### src/rtl/req_latch_pkg.sv
// -----------------------------------------------------------------------------
// req_latch_pkg
// Shared constants and helpers for the request capture stage that feeds the
// 8:3 priority encoder.
//   N        : number of request lines (fixed at 8 to match the encoder)
//   IDX_W    : acknowledge index width, log2(N)
//   MASK_RST : enable mask value after reset (all lines enabled)
//   onehot() : index -> one-hot line vector
// -----------------------------------------------------------------------------
package req_latch_pkg;

    localparam int N     = 8;
    localparam int IDX_W = 3;

    localparam logic [N-1:0] MASK_RST = 8'hFF;

    // One-hot line vector selecting line idx.
    function automatic logic [N-1:0] onehot(input logic [IDX_W-1:0] idx);
        logic [N-1:0] one;
        one    = '0;
        one[0] = 1'b1;
        return one << idx;
    endfunction

endpackage

### src/rtl/req_sync.sv
// -----------------------------------------------------------------------------
// req_sync
// W-bit two-flop synchronizer, one independent chain per bit. Used in front of
// the edge detector when the request lines are asynchronous to clk.
// Ports:
//   clk  : destination clock
//   rst  : asynchronous, active-high reset (both stages clear to 0)
//   din  : asynchronous input bits
//   dout : synchronized bits, din delayed by two rising edges
// -----------------------------------------------------------------------------
module req_sync #(
    parameter int W = 8
) (
    input  logic         clk,
    input  logic         rst,
    input  logic [W-1:0] din,
    output logic [W-1:0] dout
);

    logic [W-1:0] meta;

    always_ff @(posedge clk or posedge rst) begin
        if (rst) begin
            meta <= '0;
            dout <= '0;
        end else begin
            meta <= din;
            dout <= meta;
        end
    end

endmodule

### src/rtl/req_latch.sv
// -----------------------------------------------------------------------------
// req_latch
// Eight-line request capture stage. Rising edges on the request lines are held
// in a pending register until acknowledged by index; the enabled pending vector
// drives the priority encoder, whose code returns as ack_idx.
// Build option: define REQ_SYNC_EN to pass req through a two-flop synchronizer
// before edge detection (request latency 3 cycles instead of 1).
// Ports:
//   clk      : clock, all state on its rising edge
//   rst      : asynchronous, active-high reset
//   req      : raw request levels
//   mask_wr  : load mask from mask_din at this edge
//   mask_din : new enable mask (1 = line enabled)
//   mask     : current enable mask
//   ack      : acknowledge strobe
//   ack_idx  : index of the line being acknowledged
//   vec      : pend & mask, encoder input
//   irq      : |vec
//   ovf      : sticky per-line overflow flags (rise while still pending)
//   ack_err  : one-cycle pulse, previous ack targeted a non-pending line
// -----------------------------------------------------------------------------
module req_latch
    import req_latch_pkg::*;
(
    input  logic             clk,
    input  logic             rst,
    input  logic [N-1:0]     req,
    input  logic             mask_wr,
    input  logic [N-1:0]     mask_din,
    output logic [N-1:0]     mask,
    input  logic             ack,
    input  logic [IDX_W-1:0] ack_idx,
    output logic [N-1:0]     vec,
    output logic             irq,
    output logic [N-1:0]     ovf,
    output logic             ack_err
);

    logic [N-1:0] req_s;
    logic [N-1:0] prev;
    logic [N-1:0] pend;
    logic [N-1:0] rise;
    logic [N-1:0] clr;

`ifdef REQ_SYNC_EN
    req_sync #(.W(N)) u_req_sync (
        .clk  (clk),
        .rst  (rst),
        .din  (req),
        .dout (req_s)
    );
`else
    // req is already synchronous to clk in this build.
    assign req_s = req;
`endif

    // NOTE: every signal in always_comb is assigned on all paths so no latch
    // is inferred; both are full-width assignments here.
    always_comb begin
        rise = req_s & ~prev;
        clr  = ack ? onehot(ack_idx) : '0;
    end

    // NOTE: state uses non-blocking assignments so every right-hand side sees
    // the pre-edge value; ovf and ack_err deliberately read the old pend.
    always_ff @(posedge clk or posedge rst) begin
        if (rst) begin
            prev    <= '0;
            pend    <= '0;
            ovf     <= '0;
            mask    <= MASK_RST;
            ack_err <= 1'b0;
        end else begin
            prev    <= req_s;
            // A rise on the same cycle as its ack wins: the new event stays.
            pend    <= (pend & ~clr) | rise;
            // Overflow only when a new event lands on a line not being cleared.
            ovf     <= (ovf & ~clr) | (rise & pend & ~clr);
            ack_err <= ack & ~pend[ack_idx];
            if (mask_wr) begin
                mask <= mask_din;
            end
        end
    end

    // Masking only gates the view; pend keeps capturing behind the mask.
    assign vec = pend & mask;
    assign irq = |vec;

endmodule

### config.mk
export PLATFORM = sky130hd
export DESIGN_NAME = req_latch
export DESIGN_NICKNAME = d
export VERILOG_FILES = /design/src/rtl/req_latch_pkg.sv /design/src/rtl/req_sync.sv /design/src/rtl/req_latch.sv
export SDC_FILE = /design/constraint.sdc
export NUM_CORES = 1
export LEC_CHECK = 0
export BUFFER_PORTS_ARGS = -buffer_cell sky130_fd_sc_hd__buf_2
export CORE_AREA = 4 4 61 63
export CTS_CLUSTER_SIZE = 8
export DETAILED_ROUTE_END_ITERATION = 12
export DIE_AREA = 0 0 65 67
export PLACE_DENSITY_LB_ADDON = 0.15
export SYNTH_ARGS = -nofsm -noshare
export SYNTH_HDL_FRONTEND = slang
export SYNTH_SLANG_ARGS = --single-unit
### constraint.sdc
create_clock -name clk -period 2.4 [get_ports clk]
set_input_delay 0.48 -clock clk [delete_from_list [all_inputs] [get_ports clk]]
set_output_delay 0.48 -clock clk [all_outputs]
set_load 0.02 [all_outputs]
Yosys cells after proc, flatten, opt, wreduce, memory -nomap -nowiden
Cells that the tools add are included.
{ "totals": {"reg_bits": 33, "word_cells": 23, "input_bits": 23, "out_inout_bits": 26} }
{ "op_classes": {"bitwise_logic": 12, "muxes": 3, "shift": 1, "n_lt_le_gt_ge": 1, "reduce_logical": 1} }
{ "ops": {"columns": ["op", "n"], "rows": [
  ["8-bit bitwise AND", 6],
  ["8-bit inverter", 2],
  ["8-bit OR", 2],
  ["8-bit 2-to-1 mux", 1],
  ["8-bit OR reduction", 1],
  ["1-bit by 3-bit << shifter with 8-bit output, first input constant", 1],
  ["3-bit by 4-bit less-than comparator with 1-bit output, second input constant", 1],
  ["1-bit binary-select mux with 3-bit select", 1],
  ["1-bit bitwise AND", 1],
  ["1-bit 2-to-1 mux", 1],
  ["1-bit inverter", 1]
]} }

Longest topological paths before layout
Gate-level depths: netlist (run 1).
{ "logic_depth": {"ltp_word": 5, "depth_mapped": 4} }

Worst setup path before layout (run 1)
Ideal clock, no wire load.
{ "synth_timing": {"path_type": "reg2out", "startpoint": "reg pend[1]", "endpoint": "out irq", "n_path_buf": 0, "arrival_ps": 1694, "required_time_ps": 1920, "stages_incl_launch_ff": 4, "path_slack_ps": 226, "path_cell_list": "dfrtp_1 > and2_1 > or4_1 > or4_1"} }
{ "synth_via": {"elab_chain_cells": 2} }
{ "synth_rtl": {"columns": ["element", "line_no", "text"], "rows": [
  ["from (decl)", "req_latch.sv:41", "logic [N-1:0] pend;"],
  ["from (signal assigned)", "req_latch.sv:76", "pend <= (pend & ~clr) | rise;"],
  ["8-bit bitwise AND", "req_latch.sv:87", "assign vec = pend & mask;"],
  ["via vec[1]", "req_latch.sv:33", "output logic [N-1:0] vec,"],
  ["8-bit OR reduction", "req_latch.sv:88", "assign irq = |vec;"],
  ["to (decl)", "req_latch.sv:34", "output logic irq,"]
]} }
The timed path passes the listed nets, and every way through them passes these cells.

Worst setup path in the final report (run 1)
{ "layout_timing": {"startpoint": "reg pend[0]", "endpoint": "out irq"} }
{ "layout_via": {"elab_chain_cells": 2} }
{ "layout_rtl": {"columns": ["element", "line_no"], "rows": [
  ["8-bit bitwise AND", "req_latch.sv:87"],
  ["8-bit OR reduction", "req_latch.sv:88"]
]} }
Every way passes these cells.

==> reports/metrics.yaml, run 1 <==
outcome:
  violations: "setup timing"
  outcome: "complete, but fails checks"
setup_path:
  path_class: "flop to output pin"
  required_ns: 1.92
  critPathMaxFanout: 2
  startpoint_type: "flop"
  endpoint_kind: "output pin"
  critPathArrivalTime_ns: 1.97
  r2r_slack_ns: 1.25
floorplan:
  dieArea_um2: 4360
  initial_core_util_pct: 42.6
  pin_count: 49
  die_w_um: 65
  coreArea_um2: 3230
  die-height_um: 67
  num_rows: 21
grt:
  grt_pass1_vias: 1094
  grt_util_met1_pct: 18.5
  antenna_found_initial: 0
  use_met2_pct: 25.0
  track_usage_pct: 16.0
  overflow: 0
  use_met3_pct: 7.93
  grt_max_degree: 34
  grt_pass1_wl_um: 5020
  top_usage_layer: "met2"
sta:
  fin_crit_ns: 2.45
  rsz0062_at_grt: "true"
  fin_ws_ns: -0.0485
  fin_crit_sh_pct: 102
  fmax_mhz: 408
  maxSlewViolCount: 0
  hold_slack_ns: 0.212
  finalClockSkew_ns: 0.00617
  slew-limit-headroom_pct: 72.9
  hold_viol: 0
  finalSetupViolations: 1
  tightest_slew_ns: 0.407
placed_design:
  place_ws_ns: 0.177
  gp_congestion: 0.762
  dp_hpwl_um: 2340
  io_buffer_count: 48
detailed_routing:
  drtIter0Drc: 29
  via_count: 1083
  drcViolationCount: 0
  wl_um: 3100
  via_per_inst: 4.88
  wl_per_cell_um: 14.0
  ant_nets: 0
  firstDrtPassIters: 6
synthesis:
  ys_seq_area_share_pct: 60.7
  syn_inst: 118
  synth_seq_cells: 33
  synth_area_leader_cell: "dfrtp_1"
  synth_top_cell_area_share_pct: 45.4
  syn_area_per_cell_um2: 11.7
  synthesis.area_um2: 1380
  ys_warn_count: 0
  synth_cell_types: 27
  syn_nets: 141
  synth.area.top_cells: "dfrtp_1, dfstp_2, mux2_2"
layout:
  area_growth_pct: 30.2
  n_antenna_cell: 0
  fillCellCount: 302
  final_core_util_pct: 55.5
  final_nets: 198
  drive_above_1_share_pct: 48.3
cts:
  clock_path_buffers: 2
  cts_tree: "built"
  clkTransAtPathRegs_ns: 0.10
  clk_latency_ns: 0.33
  clkSinkCount: 33
  htreeDepth: 2
  cts_root_buf: "clkbuf_4"
  cts_buffers: 5
flow_run:
  maxCapViolations: 0
power_and_ir_drop:
  pwr_density_cell_nw_per_um2: 716
  p_leak_nw: 0.860
  peakVddDrop_mv: 0.400
min_path:
  hold_class: "primary input to asynchronous set/reset pin"
## sequential cells by signal (all words and copies together), names as in the netlist
name and cells:
mask 8, ovf 8, pend 8, prev 8
ack_err 1
## stage by stage
| stage | cell area [um^2] | total power, mW | setup TNS, ns | cells |
|---|---|---|---|---|
| floorplan | 1380 | 0.825 | 0 | 118 |
| global placement | 1670 | 0.924 | 0 | 209 |
| detailed placement | 1670 | 0.928 | 0 | 209 |
| CTS | 1770 | 1.29 | -0.0627 | 219 |
| global route | 1790 | 1.36 | -0.117 | 222 |
| finish | 1790 | 1.28 | -0.0485 | 222 |
## critical path, stage by stage (launching register included)
cell and delay (ns):
dfrtp_1 0.40, and2_4 0.14, or4_4 0.52, or4_4 0.43, buf_6 0.15
## layout by cell type, fill, tap and decap left out, drive strengths merged, types with 2 or more instances in the layout
cell type | synthesis | layout
nand2b | 2 | 2
o2111ai | 2 | 2
a31oi | 8 | 8
and2 | 8 | 8
nor2b | 3 | 3
o21ai | 5 | 5
a21o | 2 | 2
a21oi | 3 | 3
nor3b | 2 | 2
or4 | 2 | 2
mux2 | 8 | 8
inv | 13 | 13
mux2i | 4 | 4
o2bb2ai | 3 | 3
buf | 0 | 54
nor2 | 6 | 6
dfstp | 8 | 8
nand2 | 3 | 3
dfrtp | 25 | 25
clkbuf | 4 | 7
nand3 | 2 | 2
## timing repair
| item | in CTS | in global routing |
|---|---|---|
| hold buffers | 0 | 0 |
| resized for setup | 5 | 1 |
| endpoints found under the setup margin | 1 | 1 |
| setup buffers | 2 | 3 |
| pin swaps | 3 | 0 |
## layer usage
| layer | part of all wire, % | routed length [um] |
|---|---|---|
| met1 | 43 | 1330 |
| met2 | 46 | 1430 |
| met3 | 9.7 | 302 |
| met4 | 1.2 | 38 |
| met5 | 0 | 0 |
## layout make-up
class / instances / area (um^2) / area share, %
clock buffers: 7 / 65.1 / 3.63
repair buffers: 54 / 292 / 16.2
well taps: 46 / 57.6 / 3.21
flip-flops and latches: 33 / 836 / 46.6
clock inverters: 1 / 5.00 / 0.279
inverters: 13 / 48.8 / 2.72
multi-input cells: 68 / 490 / 27.3
## where the power goes
group | internal (mW) | switching [mW] | leakage (nW)
sequential | 0.620 | 0.0357 | 0.352
combinational | 0.117 | 0.161 | 0.466
clock | 0.170 | 0.181 | 0.0413
total | 0.907 | 0.378 | 0.860
## cell families after synthesis
family                 count (synthesis)  share of synthesized area [%]
AO/OA/AOI/OAI                         26                           12.7
flip-flops                            33                           60.7
AND/OR/NAND/NOR                       30                           12.5
buffers and inverters                 17                           4.63
multiplexers                          12                           9.45
## worst paths after layout
check / to / cells after the start / start
setup / recovery: irq / 4 / pend[0]
hold / removal: prev[7] / 3 / rst
setup reg to reg: ack_err / 5 / pend[0]
hold reg to reg: pend[2] / 1 / prev[2]
max in group asynchronous: mask[3] / 3 / rst
min in group clk: prev[1] / 1 / req[1]
## synth_stat cells (all sizes together)
cell	number
a31oi	8
dfrtp	25
and2	8
nand2b	2
or2	1
mux2i	4
mux2	8
nand2	3
o21ai	5
clkbuf	4
o2111ai	2
o31ai	1
nor2	6
or4	2
nor3b	2
nand3	2
a32oi	1
dfstp	8
and3b	1
a21oi	3
a21o	2
nor2b	3
o22a	1
inv	13
o2bb2ai	3
Power figures use the tool's default switching activity.
==> run 2, diff against run 1 <==
CORE_AREA = 4 4 69 71   (was 4 4 61 63)
DIE_AREA = 0 0 73 75   (was 0 0 65 67)
==> run 2 against run 1 <==
The flow now finishes without violations. Critical endpoint unchanged. Critical path depth is the same. Wire length grew 5.8%. Clock skew shrank 0.00052 ns. Critical path type unchanged.
==> reports/metrics.yaml, run 2 (synthesis gave the netlist of run 1 again) <==
outcome:
  outcome: "completed"
power_and_ir_drop:
  pwr_density_cell_nw_per_um2: 734
  peakVddDrop_mv: 0.394
  p_leak_nw: 0.856
layout:
  drive_above_1_share_pct: 46.9
  register_area_um2: 836
  final_nets: 197
  multi_input_area_um2: 488
  layout_commonest_cell: "buf_2"
  area_growth_pct: 31.0
  final_area_um2: 1800
  most-common-layout-cells: "buf_2, dfrtp_1, inv_1"
  fillCellCount: 444
  n_antenna_cell: 0
setup_path:
  critPathMaxFanout: 2
  crit_family: "simple AND/OR/NAND/NOR gates"
  path_buf_inv: 1
  path_cells: "and2_4, or4_4, or4_4, buf_6"
  startpoint: "pend[0]"
  crit_top_cell: "or4_4"
  worst_path_largest_cell_delay_ns: 0.52
  startpoint_type: "flop"
  r2r_slack_ns: 1.24
  critPathArrivalTime_ns: 1.91
  critPathSlowestCell: "or4_4"
  timing.rr.start: "pend[0]"
  endpoint_kind: "output pin"
  path_class: "flop to output pin"
  required_ns: 1.92
detailed_routing:
  firstDrtPassIters: 4
  ant_nets: 0
  drcViolationCount: 0
  wl_um: 3280
  wl_per_cell_um: 14.5
  via_per_inst: 4.77
  drtIter0Drc: 34
  via_count: 1082
placed_design:
  placed_area_um2: 1680
  dp_hpwl_um: 2570
  gp_congestion: 0.712
  io_buffer_count: 48
cts:
  clkTransAtPathRegs_ns: 0.07
  cts_buffers: 5
  clock_path_buffers: 2
  cts_root_buf: "clkbuf_8"
  clk_latency_ns: 0.28
  htreeDepth: 2
  clkSinkCount: 33
  cts_tree: "built"
  postCtsHoldBufs: 0
sta:
  finalSetupViolations: 0
  rsz0062_at_grt: "true"
  tightest_slew_ns: 0.411
  fin_crit_ns: 2.39
  finalClockSkew_ns: 0.00566
  fin_tns_setup_ns: 0
  fmax_mhz: 419
  maxSlewViolCount: 0
  hold_viol: 0
  fin_crit_sh_pct: 99.4
  slew-limit-headroom_pct: 72.6
grt:
  grt_pass1_vias: 1144
  grt_pass1_wl_um: 5400
  antenna_found_initial: 0
  overflow: 0
  grt_max_degree: 34
  track_usage_pct: 13.5
flow_run:
  maxCapViolations: 0
floorplan:
  num_rows: 24
  dieArea_um2: 5480
  coreArea_um2: 4230
  die_w_um: 73
  initial_core_util_pct: 32.5
  die-height_um: 75
  pin_count: 49
min_path:
  hold_class: "primary input to asynchronous set/reset pin"
## run 2: final timing paths
kind,endpoint,depth (start not counted)
worst max register to register,ack_err,5
worst min register to register,pend[2],1
worst min-delay path,pend[6],3
max in group asynchronous,mask[5],3
worst max-delay path,irq,4
min in group clk,prev[1],1
## run 2: final cells by class
class,instances,area share [%]
inverter,13,2.70
timing repair buffer,53,15.7
clock buffer,6,4.02
clock inverter,2,0.555
tap,52,3.61
multi-input combinational,68,27.0
sequential,33,46.3
## run 2: stage by stage
stage	utilization [%]	total power, mW	worst slack (ns)	hold slack, ns	instances
2_1_floorplan	-	0.825	0.226	0.424	118
3_3_place_gp	39.6	0.927	0.221	0.440	215
3_5_place_dp	39.6	0.933	0.192	0.451	215
4_1_cts	42.4	1.34	0.00963	0.292	226
5_1_grt	42.6	1.40	-0.0428	0.296	227
6_report	42.6	1.32	0.0136	0.275	227
## run 2: layer usage
| metal | global-route usage, % | vias to the layer above | part of all wire [%] |
|---|---|---|---|
| met5 | 0 | - | 0 |
| met3 | 6.01 | 5 | 8.1 |
| met4 | 6.15 | 0 | 2.0 |
| met1 | 15.8 | 522 | 42 |
| met2 | 21.4 | 34 | 48 |
| li1 | - | 521 | - |
## run 2: timing repair
action                     in CTS  in global routing
pin swaps                       2                  0
gates resized for setup         4                  1
hold endpoints to repair        0                  0
setup endpoints to repair       1                  1
setup buffers                   3                  1
## run 2: tightest hold or removal path, stage by stage
cell and delay [ns]:
buf_2 0.09, inv_1 0.04, buf_4 0.36
## run 2: power by group
group | internal [mW] | switching (mW) | total (mW)
clock | 0.200 | 0.191 | 0.391
sequential | 0.621 | 0.0345 | 0.655
combinational | 0.114 | 0.164 | 0.278
==> run 3, diff against run 2 <==
RECOVER_POWER = 50   (was unset)
==> run 3 against run 2 <==
The run now ends with capacitance limit, slew limit left. Power shrank 0.18%. Cell area shrank 0.69%. Global-route usage is the same. Highest routed layer unchanged. Largest power group unchanged.
==> reports/metrics.yaml, run 3 (synthesis gave the netlist of run 1 again) <==
floorplan:
  dieArea_um2: 5480
  num_rows: 24
  initial_core_util_pct: 32.5
  pin_count: 49
  coreArea_um2: 4230
  die-height_um: 75
  die_w_um: 73
sta:
  rsz0062_at_grt: "true"
  fin_crit_sh_pct: 99.4
  fin_tns_setup_ns: 0
  fmax_mhz: 419
  hold_viol: 0
  slew-limit-headroom_pct: -15.6
  finalSetupViolations: 0
  maxSlewViolCount: 34
  finalClockSkew_ns: 0.00565
  fin_crit_ns: 2.39
  tightest_slew_ns: 1.73
cts:
  cts_tree: "built"
  cts_root_buf: "clkbuf_8"
  htreeDepth: 2
  clk_latency_ns: 0.28
  cts_buffers: 5
  clkSinkCount: 33
  clock_path_buffers: 2
  clkTransAtPathRegs_ns: 0.07
power_and_ir_drop:
  pwr_density_cell_nw_per_um2: 738
  p_leak_nw: 0.833
  comb_power_share_pct: 20.9
  power_frac_seq_pct: 49.6
  power_switching_mw: 0.390
  p_sw_share_pct: 29.5
  pwr-share-clk_pct: 29.6
  internal_power_mw: 0.932
  peakVddDrop_mv: 0.394
layout:
  register_area_um2: 836
  layout_commonest_cell: "buf_2"
  most-common-layout-cells: "buf_2, dfrtp_1, inv_1"
  multi_input_area_um2: 488
  final_nets: 197
  area_growth_pct: 30.1
  n_antenna_cell: 0
  fillCellCount: 449
  drive_above_1_share_pct: 42.3
  final_cells: 227
grt:
  grt_pass1_vias: 1144
  grt_pass1_wl_um: 5400
  track_usage_pct: 13.5
  overflow: 0
  grt_max_degree: 34
  antenna_found_initial: 0
setup_path:
  endpoint: "irq"
  required_ns: 1.92
  critPathMaxFanout: 2
  timing.rr.start: "pend[0]"
  startpoint_type: "flop"
  rr_worst_depth: 5
  critPathArrivalTime_ns: 1.91
  path_class: "flop to output pin"
  r2r_slack_ns: 1.24
  startpoint: "pend[0]"
  rr_endpoint: "ack_err"
  endpoint_kind: "output pin"
detailed_routing:
  firstDrtPassIters: 4
  drtIter0Drc: 34
  ant_nets: 0
  via_per_inst: 4.77
  wl_um: 3280
  via_count: 1082
  drcViolationCount: 0
  wl_per_cell_um: 14.4
outcome:
  violations: "capacitance limit, slew limit"
  outcome: "complete, but fails checks"
placed_design:
  gp_congestion: 0.712
  dp_hpwl_um: 2570
  dp.cells: 215
  io_buffer_count: 48
min_path:
  hold_class: "primary input to flop"
flow_run:
  maxCapViolations: 1
[run 3: changes by cell type in the layout (fill, tap and decap cells not counted)]
| cell | previous run | this run |
|---|---|---|
| buf_2 | 47 | 40 |
| buf_4 | 5 | 4 |
| clkbuf_1 | 1 | 9 |
[run 3: worst max-delay path, stage by stage (launching register included)]
cell,delay [ns]
dfrtp_1,0.39
and2_4,0.14
or4_4,0.52
or4_4,0.43
buf_6,0.15
[run 3: power by group through the flow]
stage	logic [mW]	registers [mW]	clock network, mW
floorplan	0.122	0.703	0
global placement	0.262	0.665	0
detailed placement	0.266	0.668	0
CTS	0.280	0.656	0.404
global route	0.301	0.665	0.433
finish	0.276	0.655	0.391
[run 3: how the worst min path moves through the flow]
stage,cells after the start,end,start
after CTS,3,pend[6],rst
after global routing,1,prev[1],req[1]
final,1,prev[1],req[1]
after global placement,1,pend[7],prev[7]
after floorplan,1,pend[2],prev[2]
after detailed placement,1,pend[5],prev[5]
[run 3: stage by stage]
step / power (mW) / setup slack, ns / utilization, % / hold slack [ns] / area [um^2]
final: 1.32 / 0.0136 / 42.3 / 0.309 / 1790
after global routing: 1.40 / -0.0428 / 42.3 / 0.296 / 1790
after detailed placement: 0.933 / 0.192 / 39.6 / 0.451 / 1680
after global placement: 0.927 / 0.221 / 39.6 / 0.440 / 1680
after floorplan: 0.825 / 0.226 / - / 0.424 / 1380
after CTS: 1.34 / 0.00963 / 42.4 / 0.292 / 1790
[run 3: area by class of cell]
type	instances	share of cell area (%)
clock buffers	6	4.05
clock inverters	2	0.559
inverters	13	2.72
multi-input cells	68	27.2
flip-flops and latches	33	46.6
well taps	52	3.63
repair buffers	53	15.2
[run 3: routing by layer]
layer	global-route usage, %	share of wire, %
met1	15.8	42
met2	21.4	48
met5	0	0
met4	6.15	2.0
met3	6.01	8.1
[run 3: timing repair]
item / CTS / global route
pin swaps: 2 / 0
hold buffers: 0 / 0
gates resized for setup: 4 / 1
endpoints found under the setup margin: 1 / 1
gates cloned: 0 / 0
buffers inserted: 3 / 1
